<file path="src/rtl/channel_error_injector_if.sv">
// Symbol/config bundle for channel_error_injector.
//   cfg_*          : run-time injection configuration, latched on cfg_wr_i
//   sym_valid_i/_i : encoder symbol stream in
//   sym_valid_o/_o : registered (possibly corrupted) symbol stream out
//   err_flag_o     : current sym_o was corrupted
//   err_count_o    : saturating count of corrupted symbols
//   busy_o         : injector is in its RUN state
// Modports: slave = injector, master = driver/monitor.
interface channel_error_injector_if #(
  parameter int unsigned CNT_W = 11,
  parameter int unsigned ERR_W = 16
);
  logic             cfg_wr_i;
  logic [CNT_W-1:0] cfg_period_i;
  logic [2:0]       cfg_burst_i;
  logic [1:0]       cfg_mask_i;
  logic             cfg_oneshot_i;
  logic             sym_valid_i;
  logic [1:0]       sym_i;
  logic             sym_valid_o;
  logic [1:0]       sym_o;
  logic             err_flag_o;
  logic [ERR_W-1:0] err_count_o;
  logic             busy_o;

  modport slave (
    input  cfg_wr_i, cfg_period_i, cfg_burst_i, cfg_mask_i, cfg_oneshot_i,
    input  sym_valid_i, sym_i,
    output sym_valid_o, sym_o, err_flag_o, err_count_o, busy_o
  );

  modport master (
    output cfg_wr_i, cfg_period_i, cfg_burst_i, cfg_mask_i, cfg_oneshot_i,
    output sym_valid_i, sym_i,
    input  sym_valid_o, sym_o, err_flag_o, err_count_o, busy_o
  );
endinterface

</file>
<file path="src/rtl/channel_error_injector.sv">
// Error-injection scheduler between convolutional encoder and Viterbi decoder.
// Registers every 2-bit symbol and XORs the configured mask onto the last
// min(B, P) valid symbols of each P-symbol window. Modes: periodic, burst,
// one-shot (first window only).
// Ports:
//   clk  : clock
//   rst  : asynchronous active-low reset
//   bus  : channel_error_injector_if.slave (config, symbol in/out, status)
module channel_error_injector #(
  parameter int unsigned CNT_W = 11,
  parameter int unsigned ERR_W = 16
) (
  input logic                    clk,
  input logic                    rst,
  channel_error_injector_if.slave bus
);

  typedef enum logic [1:0] {StIdle, StRun, StDone} state_e;

  state_e           state_q;
  logic [CNT_W-1:0] period_q;
  logic [CNT_W-1:0] k_q;
  logic [2:0]       burst_q;
  logic [1:0]       mask_q;
  logic             oneshot_q;
  logic [1:0]       sym_q;
  logic             sym_valid_q;
  logic             err_flag_q;
  logic             busy_q;
  logic [ERR_W-1:0] err_count_q;

  logic [CNT_W-1:0] burst_ext;
  logic [CNT_W-1:0] burst_eff;
  logic             last_sym;
  logic             corrupt;

  always_comb begin
    burst_ext = CNT_W'(burst_q);
    // Burst longer than the window corrupts the whole window.
    burst_eff = (burst_ext > period_q) ? period_q : burst_ext;
    last_sym  = (k_q == period_q - CNT_W'(1));
    corrupt   = (state_q == StRun) && bus.sym_valid_i &&
                (k_q >= period_q - burst_eff) && (mask_q != 2'b00);
  end

  always_ff @(posedge clk or negedge rst) begin
    if (!rst) begin
      state_q     <= StIdle;
      period_q    <= '0;
      k_q         <= '0;
      burst_q     <= '0;
      mask_q      <= '0;
      oneshot_q   <= 1'b0;
      sym_q       <= '0;
      sym_valid_q <= 1'b0;
      err_flag_q  <= 1'b0;
      busy_q      <= 1'b0;
      err_count_q <= '0;
    end else begin
      // Datapath always uses the state/config in force this cycle.
      sym_valid_q <= bus.sym_valid_i;
      sym_q       <= corrupt ? (bus.sym_i ^ mask_q) : bus.sym_i;
      err_flag_q  <= corrupt;

      if (bus.cfg_wr_i) begin
        // Reconfiguration clears the counter, overriding any same-cycle increment.
        period_q    <= bus.cfg_period_i;
        burst_q     <= bus.cfg_burst_i;
        mask_q      <= bus.cfg_mask_i;
        oneshot_q   <= bus.cfg_oneshot_i;
        k_q         <= '0;
        err_count_q <= '0;
        if (bus.cfg_period_i != '0) begin
          state_q <= StRun;
          busy_q  <= 1'b1;
        end else begin
          state_q <= StIdle;
          busy_q  <= 1'b0;
        end
      end else begin
        if (corrupt && (err_count_q != '1)) begin
          err_count_q <= err_count_q + ERR_W'(1);
        end
        if ((state_q == StRun) && bus.sym_valid_i) begin
          if (last_sym) begin
            k_q <= '0;
            if (oneshot_q) begin
              state_q <= StDone;
              busy_q  <= 1'b0;
            end
          end else begin
            k_q <= k_q + CNT_W'(1);
          end
        end
      end
    end
  end

  assign bus.sym_valid_o = sym_valid_q;
  assign bus.sym_o       = sym_q;
  assign bus.err_flag_o  = err_flag_q;
  assign bus.err_count_o = err_count_q;
  assign bus.busy_o      = busy_q;

endmodule

</file>
<file path="src/flat_wrapper.sv">
// flat-port wrapper written by rule: the top's interface ports become plain ports
module channel_error_injector_flat 
#(
  parameter int unsigned CNT_W = 11,
  parameter int unsigned ERR_W = 16
)
  (clk, rst, bus_cfg_wr_i, bus_cfg_period_i, bus_cfg_burst_i, bus_cfg_mask_i, bus_cfg_oneshot_i, bus_sym_valid_i, bus_sym_i, bus_sym_valid_o, bus_sym_o, bus_err_flag_o, bus_err_count_o, bus_busy_o);
  channel_error_injector_if #(.CNT_W(CNT_W), .ERR_W(ERR_W)) bus_i ();
  input logic clk;
  input logic rst;
  input wire logic [$bits(bus_i.cfg_wr_i)-1:0] bus_cfg_wr_i;
  input wire logic [$bits(bus_i.cfg_period_i)-1:0] bus_cfg_period_i;
  input wire logic [$bits(bus_i.cfg_burst_i)-1:0] bus_cfg_burst_i;
  input wire logic [$bits(bus_i.cfg_mask_i)-1:0] bus_cfg_mask_i;
  input wire logic [$bits(bus_i.cfg_oneshot_i)-1:0] bus_cfg_oneshot_i;
  input wire logic [$bits(bus_i.sym_valid_i)-1:0] bus_sym_valid_i;
  input wire logic [$bits(bus_i.sym_i)-1:0] bus_sym_i;
  output wire logic [$bits(bus_i.sym_valid_o)-1:0] bus_sym_valid_o;
  output wire logic [$bits(bus_i.sym_o)-1:0] bus_sym_o;
  output wire logic [$bits(bus_i.err_flag_o)-1:0] bus_err_flag_o;
  output wire logic [$bits(bus_i.err_count_o)-1:0] bus_err_count_o;
  output wire logic [$bits(bus_i.busy_o)-1:0] bus_busy_o;
  assign bus_i.cfg_wr_i = bus_cfg_wr_i;
  assign bus_i.cfg_period_i = bus_cfg_period_i;
  assign bus_i.cfg_burst_i = bus_cfg_burst_i;
  assign bus_i.cfg_mask_i = bus_cfg_mask_i;
  assign bus_i.cfg_oneshot_i = bus_cfg_oneshot_i;
  assign bus_i.sym_valid_i = bus_sym_valid_i;
  assign bus_i.sym_i = bus_sym_i;
  assign bus_sym_valid_o = bus_i.sym_valid_o;
  assign bus_sym_o = bus_i.sym_o;
  assign bus_err_flag_o = bus_i.err_flag_o;
  assign bus_err_count_o = bus_i.err_count_o;
  assign bus_busy_o = bus_i.busy_o;
  channel_error_injector #(.CNT_W(CNT_W), .ERR_W(ERR_W)) u_core (.clk(clk), .rst(rst), .bus(bus_i));
endmodule
</file>
<file path="config.mk">
export PLATFORM = sky130hd
export DESIGN_NAME = channel_error_injector_flat
export DESIGN_NICKNAME = d
export VERILOG_FILES = /design/src/rtl/channel_error_injector_if.sv /design/src/rtl/channel_error_injector.sv /design/src/flat_wrapper.sv
export SDC_FILE = /design/constraint.sdc
export NUM_CORES = 1
export LEC_CHECK = 0
export CAP_MARGIN = 20
export CORE_AREA = 2 2 86 88
export CTS_CLUSTER_DIAMETER = 120
export DETAILED_ROUTE_END_ITERATION = 16
export DIE_AREA = 0 0 88 90
export PLACE_DENSITY = 0.8
export SETUP_SLACK_MARGIN = 0.3
export SYNTH_ARGS = -nofsm -noshare
export SYNTH_HDL_FRONTEND = slang
export SYNTH_SLANG_ARGS = --single-unit
export TNS_END_PERCENT = 10
</file>
<file path="constraint.sdc">
create_clock -name clk -period 4.9 [get_ports clk]
set_clock_uncertainty 0.15 [all_clocks]
set_input_delay 1.225 -clock clk [delete_from_list [all_inputs] [get_ports clk]]
set_output_delay 1.225 -clock clk [all_outputs]
set_load 0.005 [all_outputs]
</file>
; After elaboration in Yosys (flattened, before gate mapping)
; Cells that the tools add are included.
[totals]
ff_bits = 51
input_bits = 23
[classes]
n_addsub = 4
magnitude_cmp = 2
eq_ne = 3
n_mux = 17
n_bitwise = 1
reduce_logical = 11
[op_table]
columns = operator, count
row1 = $mux 11, 4
row2 = $mux 16, 2
row3 = $add 16x1->16 const B, 1
row4 = $ne 16x16->1 const B, 1
row5 = $add 11x1->11 const B, 1
row6 = $eq 11x11->1, 1
row7 = $ge 11x11->1, 1
row8 = $gt 3x11->1, 1
row9 = $reduce_bool 11->1, 1
row10 = $sub 11x1->11 const B, 1
row11 = $sub 11x11->11, 1
row12 = $mux 2, 5
row13 = $reduce_bool 2->1, 5
row14 = $mux 1, 6
row15 = $logic_and 1x1->1, 4
row16 = $reduce_and 3->1, 1
row17 = $eq 2x1->1 const B, 1
row18 = $xor 2x2->2, 1

; Longest topological paths before layout
; Gate-level depths: netlist of run 1.
[logic_depth]
ltp_word = 9
ltp_mapped = 22
ltp_nobuf = 21

; Worst setup path before layout of run 1
; Ideal clock, no wire load.
[synth_timing]
path_kind = register -> register
from = reg u_core.period_q[1]
to = reg u_core.err_count_q[7], in the netlist u_core.bus.err_count_o[7]
arrival_time_ns = 4.420
t_required_ns = 4.625
path_slack_ns = 0.205
path_stages_with_launch = 23
path_buffers = 1
path_cell_list = dfrtp_1 -> inv_1 -> ha_1 -> a31oi_1 -> nand3_1 -> a21oi_1 -> nand2_1 -> o21ai_0 -> ha_1 -> inv_1 -> fa_1 -> a21o_1 -> nor4_1 -> nand2_1 -> xor2_1 -> ha_1 -> o21a_1 -> o21ai_0 -> a21oi_4 -> nand2_2 -> buf_6 -> nor4_1 -> mux2_2
[synth_via]
elab_chain_cells = 8
[synth_rtl]
columns = element, line_no
row1 = from (decl), channel_error_injector.sv:21  ; logic [CNT_W-1:0] period_q;
row2 = from (signal assigned), channel_error_injector.sv:67  ; period_q <= bus.cfg_period_i;
row3 = $gt 3x11->1, channel_error_injector.sv:40  ; burst_eff = (burst_ext > period_q) ? period_q : burst_ext;
row4 = $mux 11, channel_error_injector.sv:40
row5 = $sub 11x11->11 (*), channel_error_injector.sv:43  ; (k_q >= period_q - burst_eff) && (mask_q != 2'b00);
row6 = $ge 11x11->1 (*), channel_error_injector.sv:43
row7 = $logic_and 1x1->1 (*), channel_error_injector.sv:42  ; corrupt = (state_q == StRun) && bus.sym_valid_i &&
row8 = $logic_and 1x1->1 (*), channel_error_injector.sv:43
row9 = $logic_and 1x1->1 (*), channel_error_injector.sv:81  ; if (corrupt && (err_count_q != '1)) begin
row10 = $reduce_bool 2->1 (no line) (*), n/a
row11 = to (signal assigned), channel_error_injector.sv:82  ; err_count_q <= err_count_q + ERR_W'(1);
row12 = to (decl), channel_error_injector.sv:30  ; logic [ERR_W-1:0] err_count_q;
; Every way passes the cells marked *; elsewhere a longest branch is shown, timed or not.
; A chain may end at the register's enable or synchronous reset.

; Worst setup path after layout of run 1
[layout_timing]
from = reg u_core.period_q[1]
to = reg u_core.err_count_q[11], in the netlist u_core.bus.err_count_o[11]
; Same word-level chain as after synthesis.

==> impl_metrics.yaml, run 1 <==
clocking:
  cts_tree: "done"
  root_buffer: "clkbuf_8"
  clkTransAtPathRegs_ps: 100
  cts_hold_buf: 0
  htree_levels: 2
  insertion_delay_ps: 310
  clockBufferDepth: 2
  cts_sinks: 50
  cts_made_buffers: 5
critical_path:
  cp-end-kind: "register"
  arrival_ps: 4790
  cp_max_fo: 6
  worstSetupPathType: "register to register"
  cp.required_ps: 4990
  cp-start-kind: "register"
timing:
  rsz0062_at_grt: "true"
  worst_pin_slew_ps: 952
  setup_viol: 0
  report.final.slew_viol_count: 0
  fin_crit_sh: 0.960
  slew_headroom: 0.363
  hold_viol: 0
  period_needed_ps: 4700
  max_freq_ghz: 0.213
  fin_setup_tns_ps: 0
final_layout:
  area_delta_synth_final_pct: 28.0
  nets: 469
  final_layout_size_suffix_gt1_frac: 0.230
  final_cell_mix: "46 x dfrtp_1, 41 x clkdlybuf4s50_1, 31 x nand2_1"
  antenna_cells: 0
  fin_cells: 525
  final_common_cell: "dfrtp_1"
  fillers: 555
placement:
  placedCellCount: 496
  portBuffers: 43
  gp_congestion: 0.939
  hpwl_um: 5900
floorplanning:
  die_x_um: 88
  io_pins: 44
  core_area_mm2: 0.00702
  rows: 31
  start_util: 0.490
  die_height_um: 90
  dieArea_mm2: 0.00792
synth:
  ys_ff_latch: 50
  ys.flop_type: "dfrtp_1"
  synth-edff-count: 0
  synthArstFlopShare: 1.00
  seq_area_frac_synth: 0.364
  synthCells: 367
  syn_avg_cell_area_um2: 9.37
  yosys_warnings: 0
  yosysUniqueCellTypes: 57
  synth_fp_nets: 411
  syn_area_mm2: 0.00344
routing:
  vias_per_cell: 5.96
  drc_errors: 0
  drt_wl_total_um: 9520
  dr.pass1.iters: 4
  ant_nets: 0
  via_count: 3127
  drtIter0Drc: 183
  wl_per_cell_um: 18.1
global_routing:
  first_global_vias: 2840
  track_usage: 0.219
  grt_pass1_wl_um: 14100
  antenna_found_initial: 0
  gr-total-overflow: 0
  grt_max_degree: 51
pwr:
  power_density_mw_per_mm2: 221
  irDropWorstVdd_uv: 109
  p_leak_nw: 1.80
run_status:
  status: "complete, no violations"
run:
  cap_violations: 0
min_path:
  hold_path.class: "register to register"
[sequential cells by signal, indices dropped and copies added, names as in the netlist]
| name | cells |
|---|---|
| u_core.mask_q | 2 |
| u_core.bus.err_count_o | 16 |
| u_core.oneshot_q | 1 |
| u_core.bus.sym_o | 2 |
| u_core.k_q | 11 |
| u_core.bus.err_flag_o | 1 |
| u_core.period_q | 11 |
| u_core.bus.busy_o | 1 |
| u_core.burst_q | 3 |
| u_core.state_q | 1 |
| u_core.bus.sym_valid_o | 1 |
[path summary, 6_finish.rpt]
path | end | cells past startpoint | from | slack, ps
hold / removal | u_core.oneshot_q | 1 | u_core.oneshot_q | 370
min in group asynchronous | u_core.period_q[9] | 2 | rst | 870
setup / recovery | u_core.bus.err_count_o[11] | 20 | u_core.period_q[1] | 200
setup reg to reg | u_core.bus.err_count_o[11] | 20 | u_core.period_q[1] | 200
max in group asynchronous | u_core.burst_q[1] | 2 | rst | 3240
hold reg to reg | u_core.oneshot_q | 1 | u_core.oneshot_q | 370
[synthesized netlist by cell type, drive strengths merged (4+ instances only)]
cell | instances | area (um2)
o311ai | 5 | 43.8
or2 | 4 | 25.0
nor2b | 6 | 37.5
o21ai | 15 | 75.1
inv | 12 | 45.0
o31ai | 9 | 67.6
nor2 | 19 | 71.3
ha | 20 | 250
xnor2 | 17 | 149
nand2 | 32 | 123
o211ai | 4 | 35.0
a21o | 6 | 45.0
and3 | 13 | 82.6
nand3 | 16 | 80.1
mux2 | 17 | 191
dfrtp | 50 | 1250
nor4 | 9 | 71.3
nand2b | 4 | 25.0
nor3 | 11 | 65.1
or4 | 6 | 45.0
clkbuf | 10 | 38.8
nand4 | 6 | 43.8
xor2 | 9 | 78.8
a21oi | 19 | 106
buf | 11 | 66.3
or3 | 5 | 31.3
o2111ai | 5 | 50.0
[metal layers]
metal,up-vias,GRT usage,part of all wire
met5,-,0,0
met4,0,0.0513,0.019
met3,20,0.0367,0.041
met2,91,0.360,0.50
met1,1545,0.301,0.44
li1,1471,-,-
[cells by family after synthesis]
family                     after synthesis  synth area share
AOI/OAI and AO/OA                       74             0.151
xor gates and xnor gates                26            0.0662
adders and majority gates               21            0.0786
buffers and inverters                   33            0.0437
DFF                                     50             0.364
muxes                                   20            0.0644
and+or+nand+nor                        143             0.233
[timing repair]
action                     CTS  global route
resized for setup           10            34
setup buffers                0            19
pin swaps                    0            12
setup endpoints to repair   19            19
cloned                       0             2
[power by group]
part	switching (mW)	internal [mW]
clock network	0.144	0.114
registers	0.0271	0.429
logic	0.134	0.122
total	0.306	0.665
[area by class of cell]
cell class / count / area (um2) / area share
multi-input cells: 286 / 2260 / 0.514
well taps: 99 / 124 / 0.0281
inverters: 12 / 45.0 / 0.0102
repair buffers: 70 / 624 / 0.142
flip-flops and latches: 50 / 1260 / 0.285
clock buffers: 7 / 86.3 / 0.0196
clock inverters: 1 / 5.00 / 0.00114
[worst max-delay path: stages (launching register included)]
cell and delay [ps]:
dfrtp_2 480, inv_2 110, ha_4 210, a31oi_4 130, nand3_2 100, a21oi_4 170
nand2_1 90, o21ai_1 110, ha_2 200, inv_2 50, fa_2 380, a21o_1 220
nor4_4 340, xnor2_2 120, ha_1 300, and3_1 160, nand3_1 140, o221a_4 280
buf_2 170, or4_1 540, a21oi_2 170
[through the flow]
stage	worst slack [ps]	instance area (um2)	util	hold slack, ps	power [mW]
final	198	4400	0.627	372	0.971
after global routing	-1.88	4400	0.627	391	1.01
after CTS	254	4080	0.581	375	0.921
after detailed placement	30.2	3940	0.562	355	0.659
after global placement	194	3940	0.562	340	0.651
after floorplan	333	3440	-	329	0.591
(Power assumes the default switching activity.)
==> inputs of run 2 (changes only) <==
Settings changed: RECOVER_POWER set to 50.
==> run 2 against run 1 <==
Compared with the run above:
- sequential share of layout area grew 0.057 points
- sequential cell count unchanged
- largest cell class unchanged
- setup slack worse by 13 ps
- hold slack lost 1.1 ps
- critical path depth unchanged
- die area is the same
- clock power about the same
- critical path type unchanged
- critical endpoint unchanged
- the flow now finishes with violations (capacitance limit, slew limit)
- via count hardly changed
- final cell count did not move
==> impl_metrics.yaml, run 2 (synthesis gave the netlist of run 1 again) <==
placement:
  gp_congestion: 0.939
  placedCellCount: 496
  dp_slack_ps: 30.2
  portBuffers: 43
  hpwl_um: 5900
timing:
  rsz0062_at_grt: "true"
  report.final.slew_viol_count: 98
  max_freq_ghz: 0.212
  fin_crit_sh: 0.962
  setup_ws_ps: 185
  worst_pin_slew_ps: 2820
  setup_viol: 0
  slew_headroom: -0.883
  period_needed_ps: 4720
  fin_setup_tns_ps: 0
  hold_viol: 0
final_layout:
  largest_reg_flops: 16
  area_delta_synth_final_pct: 27.8
  fin_cells: 525
  seqCellArea_mm2: 0.00126
  fillers: 557
  final_core_util: 0.626
  final_layout_size_suffix_gt1_frac: 0.223
  antenna_cells: 0
  nets: 469
  multi_input_area_mm2: 0.00226
  final_cell_mix: "46 x dfrtp_1, 40 x clkdlybuf4s50_1, 31 x nand2_1"
  final_common_cell: "dfrtp_1"
routing:
  vias_per_cell: 5.96
  drtIter0Drc: 182
  drt_wl_total_um: 9490
  wl_per_cell_um: 18.1
  dr.pass1.iters: 4
  drc_errors: 0
  via_count: 3130
  ant_nets: 0
clocking:
  root_buffer: "clkbuf_8"
  insertion_delay_ps: 310
  clkTransAtPathRegs_ps: 100
  cts_tree: "done"
  cts_sinks: 50
  cts_made_buffers: 5
  clockBufferDepth: 2
  htree_levels: 2
critical_path:
  cp-start-kind: "register"
  r2r_cells: 20
  reg2reg_setup_slack_ps: 180
  cp_max_fo: 6
  worstSetupPathType: "register to register"
  cp.required_ps: 4960
  cp-end-kind: "register"
  arrival_ps: 4780
global_routing:
  first_global_vias: 2840
  antenna_found_initial: 0
  track_usage: 0.219
  gr-total-overflow: 0
  grt_max_degree: 51
  grt_pass1_wl_um: 14100
run_status:
  status: "finished with violations"
  violations: "capacitance limit, slew limit"
pwr:
  power_density_mw_per_mm2: 221
  irDropWorstVdd_uv: 108
  finalPower_mw: 0.969
  p_leak_nw: 1.79
floorplanning:
  die_x_um: 88
  dieArea_mm2: 0.00792
  io_pins: 44
  start_util: 0.490
  core_area_mm2: 0.00702
  rows: 31
  die_height_um: 90
min_path:
  hold_path.class: "register to register"
  min_path_cells: 1
run:
  cap_violations: 2
==> run 2: cell count changes in the layout (fill, tap and decap cells not counted) <==
cell | previous run | this run
clkdlybuf4s50_1 | 41 | 40
clkbuf_1 | 1 | 4
buf_2 | 3 | 2
dlygate4sd3_1 | 0 | 1
buf_4 | 25 | 23
==> run 2: critical path, cell delays in order (launching register included) <==
cell     delay (ps)
dfrtp_2         480
inv_2           110
ha_4            210
a31oi_4         130
nand3_2         100
a21oi_4         180
nand2_1          90
o21ai_1         110
ha_2            200
inv_2            50
fa_2            380
a21o_1          220
nor4_4          340
xnor2_2         120
ha_1            300
and3_1          160
nand3_1         140
o221a_4         280
buf_2           170
or4_1           540
a21oi_2         170
==> run 2: layout make-up <==
type,instances,share of cell area
tap,99,0.0282
timing repair buffer,70,0.140
sequential,50,0.286
clock inverter,1,0.00114
inverter,12,0.0103
multi-input combinational,286,0.515
clock buffer,7,0.0197
==> run 2: per-layer routing <==
layer | track usage | share of wire | up-vias
met2 | 0.360 | 0.50 | 104
met4 | 0.0513 | 0.022 | 0
li1 | - | - | 1471
met3 | 0.0367 | 0.054 | 22
met5 | 0 | 0 | -
met1 | 0.301 | 0.42 | 1533
==> run 2: what timing repair did <==
action / 4_1_cts / 5_1_grt
buffers inserted: 0 / 19
hold endpoints to repair: 0 / 0
gates cloned: 0 / 2
hold buffers: 0 / 0
setup endpoints to repair: 19 / 19
gates resized for setup: 10 / 34
pin swaps: 0 / 12
==> run 2: power by group <==
part           internal, mW  total (mW)  switching (mW)
registers             0.429       0.456          0.0270
clock network         0.114       0.258           0.143
logic                 0.121       0.255           0.134
==> run 2: path summary, 6_finish.rpt <==
check / startpoint / end
setup reg to reg: u_core.period_q[1] / u_core.bus.err_count_o[11]
setup / recovery: u_core.period_q[1] / u_core.bus.err_count_o[11]
min in group asynchronous: rst / u_core.period_q[9]
hold / removal: u_core.oneshot_q / u_core.oneshot_q
hold reg to reg: u_core.oneshot_q / u_core.oneshot_q
max in group asynchronous: rst / u_core.burst_q[1]
==> run 2: metrics by stage <==
stage          hold slack [ps]  instance area [um2]
3_5_place_dp               355                 3940
6_report                   371                 4390
2_1_floorplan              329                 3440
3_3_place_gp               340                 3940
4_1_cts                    375                 4080
5_1_grt                    392                 4390
